**src/rtl/weighted_random_select_n.sv**
```systemverilog
// Weighted segment selector: LFSR-weighted random pick or weighted round-robin pick per request.
// Latency: random mode 4 + index (+1 per LFSR reject) cycles; round-robin 2 (+1 per zero-weight skip).
// Backpressure: choice held stable in PRESENT while in_ready=0; LFSR frozen until it is accepted.
module weighted_random_select_n #(
    parameter int NUM_SEG  = 4,
    parameter int WEIGHT_W = 11,
    parameter int SEL_W    = $clog2(NUM_SEG),
    parameter int TOTAL_W  = WEIGHT_W + $clog2(NUM_SEG)
) (
    input  logic                        in_clock,
    input  logic                        in_reset,
    input  logic                        in_enable,
    input  logic                        in_mode,
    input  logic                        in_weight_load,
    input  logic [NUM_SEG*WEIGHT_W-1:0] in_weights,
    input  logic [15:0]                 in_seed,
    input  logic                        in_ready,
    output logic                        out_valid,
    output logic [SEL_W-1:0]            out_segment_number,
    output logic                        out_busy,
    output logic                        out_error
);

    typedef enum logic [2:0] {S_IDLE, S_DRAW, S_SAMPLE, S_SCAN, S_PRESENT} state_t;

    state_t              state, state_nxt;
    logic [WEIGHT_W-1:0] shadow_w [NUM_SEG];
    logic [WEIGHT_W-1:0] active_w [NUM_SEG];
    logic [TOTAL_W-1:0]  total_q, acc_q, r_q;
    logic [15:0]         lfsr_q;
    logic [SEL_W-1:0]    idx_q, rr_idx_q;
    logic [WEIGHT_W-1:0] rr_cnt_q;
    logic                mode_q;
    logic                rr_dirty_q;   // weights changed since last draw: restart round-robin

    logic [TOTAL_W-1:0]  shadow_sum, total_m1, mask, sample_r, scan_lim;
    logic [15:0]         lfsr_step;
    logic                shadow_diff;
    logic [SEL_W-1:0]    rr_start, pick_idx;
    logic [WEIGHT_W-1:0] rr_cnt_start, pick_cnt, pick_cnt_inc, pick_w;
    logic                pick_done;

    function automatic logic [SEL_W-1:0] wrap_inc(input logic [SEL_W-1:0] v);
        return (v == SEL_W'(NUM_SEG - 1)) ? '0 : v + SEL_W'(1);
    endfunction

    assign lfsr_step = {lfsr_q[14:0], lfsr_q[15] ^ lfsr_q[13] ^ lfsr_q[12] ^ lfsr_q[10]};
    assign sample_r  = lfsr_q[TOTAL_W-1:0] & mask;
    assign scan_lim  = acc_q + TOTAL_W'(active_w[idx_q]);
    assign rr_start     = rr_dirty_q ? '0 : rr_idx_q;
    assign rr_cnt_start = rr_dirty_q ? '0 : rr_cnt_q;
    assign out_valid = (state == S_PRESENT);
    assign out_busy  = (state != S_IDLE);

    // Shadow weight total and change detection against the incoming load
    always_comb begin
        shadow_sum  = '0;
        shadow_diff = 1'b0;
        for (int i = 0; i < NUM_SEG; i++) begin
            shadow_sum = shadow_sum + TOTAL_W'(shadow_w[i]);
            if (in_weights[i*WEIGHT_W +: WEIGHT_W] != shadow_w[i]) shadow_diff = 1'b1;
        end
    end

    // Sample mask: all ones up to the MSB of (total-1), i.e. 2^ceil(log2(total))-1
    always_comb begin
        total_m1 = total_q - TOTAL_W'(1);
        mask     = '0;
        for (int i = 0; i < TOTAL_W; i++) mask[i] = ((total_m1 >> i) != '0);
    end

    // Round-robin candidate: DRAW looks at the shadow weights it is about to copy, SCAN at the active copy
    always_comb begin
        if (state == S_DRAW) begin
            pick_idx = rr_start;
            pick_cnt = rr_cnt_start;
            pick_w   = shadow_w[rr_start];
        end else begin
            pick_idx = rr_idx_q;
            pick_cnt = rr_cnt_q;
            pick_w   = active_w[rr_idx_q];
        end
        pick_cnt_inc = pick_cnt + WEIGHT_W'(1);
        pick_done    = (pick_cnt_inc >= pick_w);
    end

    // Next-state logic
    always_comb begin
        state_nxt = state;
        case (state)
            S_IDLE:    if (in_enable) state_nxt = S_DRAW;
            S_DRAW: begin
                if (shadow_sum == '0)  state_nxt = S_IDLE;
                else if (!in_mode)     state_nxt = S_SAMPLE;
                else if (pick_w == '0) state_nxt = S_SCAN;
                else                   state_nxt = S_PRESENT;
            end
            S_SAMPLE:  if (sample_r < total_q) state_nxt = S_SCAN;
            S_SCAN: begin
                if (mode_q ? (pick_w != '0) : (r_q < scan_lim)) state_nxt = S_PRESENT;
            end
            S_PRESENT: if (in_ready) state_nxt = in_enable ? S_DRAW : S_IDLE;
            default:   state_nxt = S_IDLE;
        endcase
    end

    // State register and datapath
    always_ff @(posedge in_clock) begin
        if (in_reset) begin
            state              <= S_IDLE;
            lfsr_q             <= (in_seed == 16'd0) ? 16'd1 : in_seed;
            for (int i = 0; i < NUM_SEG; i++) begin
                shadow_w[i] <= '0;
                active_w[i] <= '0;
            end
            total_q            <= '0;
            acc_q              <= '0;
            r_q                <= '0;
            idx_q              <= '0;
            rr_idx_q           <= '0;
            rr_cnt_q           <= '0;
            mode_q             <= 1'b0;
            rr_dirty_q         <= 1'b0;
            out_segment_number <= '0;
            out_error          <= 1'b0;
        end else begin
            state <= state_nxt;
            if (in_weight_load) begin
                for (int i = 0; i < NUM_SEG; i++) shadow_w[i] <= in_weights[i*WEIGHT_W +: WEIGHT_W];
            end
            if (in_weight_load && shadow_diff) rr_dirty_q <= 1'b1;
            else if (state == S_DRAW)          rr_dirty_q <= 1'b0;

            case (state)
                S_DRAW: begin
                    for (int i = 0; i < NUM_SEG; i++) active_w[i] <= shadow_w[i];
                    total_q   <= shadow_sum;
                    lfsr_q    <= lfsr_step;
                    idx_q     <= '0;
                    acc_q     <= '0;
                    mode_q    <= in_mode;
                    out_error <= (shadow_sum == '0);
                    rr_idx_q  <= rr_start;
                    rr_cnt_q  <= rr_cnt_start;
                    if (in_mode && shadow_sum != '0) begin
                        if (pick_w != '0) begin
                            out_segment_number <= pick_idx;
                            rr_cnt_q <= pick_done ? '0 : pick_cnt_inc;
                            rr_idx_q <= pick_done ? wrap_inc(pick_idx) : pick_idx;
                        end else begin
                            rr_idx_q <= wrap_inc(rr_start);
                            rr_cnt_q <= '0;
                        end
                    end
                end
                S_SAMPLE: begin
                    if (sample_r < total_q) r_q <= sample_r;
                    else                    lfsr_q <= lfsr_step;
                end
                S_SCAN: begin
                    if (mode_q) begin
                        if (pick_w != '0) begin
                            out_segment_number <= pick_idx;
                            rr_cnt_q <= pick_done ? '0 : pick_cnt_inc;
                            rr_idx_q <= pick_done ? wrap_inc(pick_idx) : pick_idx;
                        end else begin
                            rr_idx_q <= wrap_inc(rr_idx_q);
                        end
                    end else if (r_q < scan_lim) begin
                        out_segment_number <= idx_q;
                    end else begin
                        acc_q <= scan_lim;
                        idx_q <= idx_q + SEL_W'(1);
                    end
                end
                default: ;
            endcase
        end
    end

endmodule
```
**config.mk**
```make
export PLATFORM = sky130hd
export DESIGN_NAME = weighted_random_select_n
export DESIGN_NICKNAME = d
export VERILOG_FILES = /design/src/rtl/weighted_random_select_n.sv
export SDC_FILE = /design/constraint.sdc
export NUM_CORES = 1
export LEC_CHECK = 0
export ABC_AREA = 0
export CAP_MARGIN = 10
export CELL_PAD_IN_SITES_DETAIL_PLACEMENT = 1
export CELL_PAD_IN_SITES_GLOBAL_PLACEMENT = 1
export CORE_ASPECT_RATIO = 1.25
export CORE_UTILIZATION = 40
export DETAILED_ROUTE_END_ITERATION = 10
export GPL_ROUTABILITY_DRIVEN = 0
export HOLD_SLACK_MARGIN = 0.08
export PLACE_DENSITY = 0.8
export SLEW_MARGIN = 10
export SYNTH_ARGS = -nofsm -noshare
export SYNTH_HDL_FRONTEND = slang
export SYNTH_SLANG_ARGS = --single-unit
```
**constraint.sdc**
```tcl
create_clock -name in_clock -period 13 [get_ports in_clock]
set_input_delay 1.3 -clock in_clock [delete_from_list [all_inputs] [get_ports in_clock]]
set_output_delay 1.3 -clock in_clock [all_outputs]
set_load 0.02 [all_outputs]
```
# Word-level counts from Yosys, hierarchy flattened
# Memory sizes are Yosys's and may differ from the RTL's. A register that Yosys moved wholly into a read port is not among the register bits.
# Cells that the tools add are included.
# word_totals
wordCells,163
ramBits,88
memories,2
ff_bits,78
# memory_table
memory,words,width,read_ports,rd_ports_with_merged_regs,write_ports,line,text
active_w,4,11,2,2,4,28,logic [WEIGHT_W-1:0] active_w [NUM_SEG];
shadow_w,4,11,5,0,4,27,logic [WEIGHT_W-1:0] shadow_w [NUM_SEG];
# op_classes
muxes,71
add_sub_neg,10
order_cmp,3
eq_ne,22
bitwise_logic,12
n_reduce_logical,31
# op_table
op,count
$mux W11,16
$reduce_bool A13 Y1,13
$mux W16,3
$ne A11 B11 Y1,4
$mux W2,20
$pmux W16 S2,1
$add A13 B11 Y13,2
$lt A13 B13 Y1,2
$mux W13,2
$pmux W13 S2,1
$pmux W11 S2,1
$mux W3,7
$logic_not A16 Y1,1
$mux W1,16
$ne A2 B2 Y1 const B,8
$pmux W3 S5,1
$add A12 B11 Y13,1
$and A13 B13 Y13,1
$logic_not A13 Y1,1
$sub A13 B1 Y13 const B,1
$add A11 B11 Y12,1
$pmux W2 S2,3
$add A11 B1 Y11 const B,1
$ge A11 B11 Y1,1
18 further kinds,41

# Logic depth before layout (Yosys ltp)
# logic_depth
word_depth,10
depth_mapped,22
mapped_depth_nobuf,20

# Worst setup path after synthesis
# No wires, ideal clock.
# synth_timing
path_kind,reg2reg
start,reg total_q[0]
end,reg lfsr_q[0] (enable)
t_arrival_ns,4.727
setup_slack_ns,7.862
setup_time_ns,0.411
path_buffers,2
path_stages_with_launch,16
period_less_slack_ns,5.138
required_time_ns,12.589
path_cell_list,dfxtp_1 -> clkbuf_1 -> inv_1 -> ha_1 -> clkbuf_1 -> or4b_1 -> o32a_1 -> o32ai_2 -> o2111ai_1 -> o31a_1 -> ha_1 -> nand4_1 -> or3_1 -> a211oi_1 -> a21oi_2 -> o21ai_0
# synth_between
elab_chain_len,6
word_cells_on_any_way,17
cone_classes,add/sub (1); order compare (1); eq/ne (1); bitwise (1); reduce/logical (13)
# synth_rtl
item,line,text
start: declaration,29,"logic [TOTAL_W-1:0] total_q, acc_q, r_q;"
start signal: assignment,137,total_q <= shadow_sum;
$sub A13 B1 Y13,67,total_m1 = total_q - TOTAL_W'(1);
$reduce_bool A13 Y1,69,for (int i = 0; i < TOTAL_W; i++) mask[i] = ((total_m1 >> i) != '0);
$and A13 B13 Y13,48,assign sample_r = lfsr_q[TOTAL_W-1:0] & mask;
named net sample_r[5],36,"logic [TOTAL_W-1:0] shadow_sum, total_m1, mask, sample_r, scan_lim;"
$lt A13 B13 Y1,157,if (sample_r < total_q) r_q <= sample_r;
$ne A3 B3 Y1 (no source line),n/a,
$reduce_and A2 Y1 (no source line),n/a,
end signal: assignment,111,lfsr_q <= (in_seed == 16'd0) ? 16'd1 : in_seed;
end signal: assignment,138,lfsr_q <= lfsr_step;
end signal: assignment,158,else lfsr_q <= lfsr_step;
end: declaration,30,logic [15:0] lfsr_q;
# The timed path passes the listed nets, and every way through them passes these cells.
# A chain may end at the register's enable or synchronous reset.

==> results.ini <==
[clock_tree]
cts_setup_buffers=0
clockBufferDepth=2
clock_latency_ns=0.44
cts_resized=0
cts_tree=built
path_clk_slew_ns=0.06
root_buffer=clkbuf_16
cts_buffers=17
hold_buffers=0
numClockSinks=170
htree_levels=4

[cells_and_area]
fill_cells=3183
fin_nets=1365
diodes=0
syn_to_final_growth_pct=13.1
layout.cells.most_common=inv_1
layout_common_cells=inv_1 (109), edfxtp_1 (104), nor2_1 (74)
instances_no_fill=1582
drive_gt1_share_pct=8.88
stdcell_area_sq_um=13100

[floorplan]
die_h_microns=192
die-area_sq_um=29600
row_count=69
initial_utilization_pct=40.7
fp.dieW_microns=154
num_io_pins=71
coreArea_sq_um=28500

[grt]
grt_pass1_wl_microns=53600
grt.busiest_layer=met2
grt_util_met3_pct=3.23
grt_use_met1_pct=26.4
antenna_found_initial=0
grt_max_degree=63
grtUsageMet2_pct=42.9
grt.total_usage_pct=23.6
grt_pass1_vias=9897
grt-ovfl-total=0

[synthesis]
synth-edff-count=104
ys_top_cells_by_area=edfxtp_1 (27%), dfxtp_1 (11%), ha_1 (6.7%)
syn_inst=1180
ys.flop_type=edfxtp_1
synth_seq_cells=170
synth.yosys.seq_area_share_pct=38.4
async_flop_share_pct=0
syn_nets=1331
netlist.area_leader.share_pct=27.0
avgSynthCellArea_sq_um=9.82
netlist-cell-type-count=87
synth_top_area_cell=edfxtp_1
yosys_warnings=0
synth.cell_area_sq_um=11600

[setup_path]
required_ns=13.37
r2r_slack_ns=6.68
worstPathMaxFanout=27
crit_arrival_ns=6.69
critPathLaunchType=flip-flop
crit_type=flip-flop to flip-flop
end_kind=flip-flop

[sta]
min_period_ns=6.32
timing.setup.tns_ns=0
worst_slew_pin_slew_ns=1.02
hold_violations=0
min_period_over_period_pct=48.6
slew_headroom_pct=31.9
fmax_mhz=158
drv_slew=0
clock_skew_ns=0.00797
fin_ws_ns=6.68
setup_viol=0
rsz0062_at_grt=false

[drt]
drcViolationCount=0
drt_iter0_drc=641
antenna_left=0
via_per_inst=5.87
firstDrtPassIters=5
wl_per_cell_microns=21.4
vias=9293
wl_microns=33800

[power_and_ir_drop]
vdd_drop_max_v=0.0000835
p_leak_nw=5.04
cellPowerDensity_nw_per_um2=183

[placed_design]
postPlaceCellArea_sq_um=12500
place_inst=1550
dp_hpwl_microns=24900
dpl_worst_slack_ns=6.75
io_buffers=70

[outcome]
outcome=finished, final reports clean

[hold_path]
hold_path.class=flip-flop to flip-flop

[flow_run]
drv_cap=0

## cell families after synthesis
kind of cell / count (synthesis) / synth area share, %
buffers and inverters: 175 / 6.14
multiplexers: 60 / 7.98
AND/OR/NAND/NOR: 396 / 18.1
adder cells (fa/ha/maj): 85 / 10.7
flip-flops: 170 / 38.4
XOR/XNOR: 76 / 5.75
AO/OA/AOI/OAI: 218 / 13.0
## power breakdown
part	switching, mW	total (mW)	internal [mW]
combinational	0.656	1.08	0.421
clock	0.231	0.533	0.302
sequential	0.0939	0.783	0.689
total	0.981	2.39	1.41
## worst max-delay path, cell delays in order, from the launching register on
cell and delay, ns:
dfxtp_1 0.81, mux4_2 0.60, ha_1 0.21, inv_1 0.08, fa_1 0.20, nor2b_1 0.05
o21ai_0 0.26, a21oi_1 0.16, o31ai_1 0.40, a21oi_1 0.16, a21oi_1 0.21, xor2_1 0.24
ha_1 0.30, a21o_1 0.19, a21o_1 0.17, a21oi_1 0.20, o211ai_1 0.25, nand2_1 0.71
o211ai_1 0.29, or4b_2 0.67, o22ai_1 0.11
## cell usage after synthesis, types with 8 or more instances
cell type and number:
a31oi_1 12, nor4_1 12, edfxtp_1 104, a211o_1 9
a211oi_1 14, a21oi_1 56, ha_1 62, nand2b_1 12
dfxtp_1 66, mux2_2 21, clkbuf_1 41, xnor2_1 62
nand3_1 35, fa_1 23, mux2i_1 17, buf_2 9
mux4_2 16, nor3b_1 8, o22ai_1 10, nor3_1 60
and3_1 8, xor2_1 14, o21a_1 10, or2_2 13
or3_1 11, nand2_1 58, o21ai_0 32, nor2_1 74
inv_1 109, and2_1 54, nor2b_1 8, nand4_1 19
## sequential cells by signal, summed over array words and instances, names as in the netlist, 3 cells and up, named ones only
signal,cells
rr_cnt_q,11
r_q,13
acc_q,13
active_w,44
state,3
total_q,13
lfsr_q,16
shadow_w,44
## through the flow
stage / total power, mW / hold WS [ns] / utilization, %
after floorplan: 1.51 / 0.427 / -
after global placement: 1.79 / 0.442 / 43.9
after detailed placement: 1.85 / 0.449 / 43.9
after CTS: 2.40 / 0.462 / 46.0
after global routing: 2.54 / 0.474 / 46.0
final: 2.39 / 0.455 / 46.0
## cell type report
type | instances | area [sq um] | share of cell area [%]
clock buffer | 17 | 425 | 3.25
clock inverter | 15 | 174 | 1.33
inverter | 111 | 417 | 3.18
multi-input combinational | 835 | 6430 | 49.1
sequential | 170 | 4440 | 33.9
tap | 355 | 444 | 3.39
timing repair buffer | 79 | 766 | 5.84
## routing by layer
metal,vias to the layer above,routed length (microns)
li1,4316,-
met1,4631,13600
met2,269,17300
met3,77,1190
met4,0,1760
met5,-,0
## worst paths after layout
| path | start | to | depth (start not counted) |
|---|---|---|---|
| worst min-delay path | out_error | out_error | 2 |
| worst max register to register | flip-flop | state[2] | 20 |
| worst min register to register | out_error | out_error | 2 |
| worst max-delay path | flip-flop | state[2] | 20 |
(Power assumes the default switching activity.)
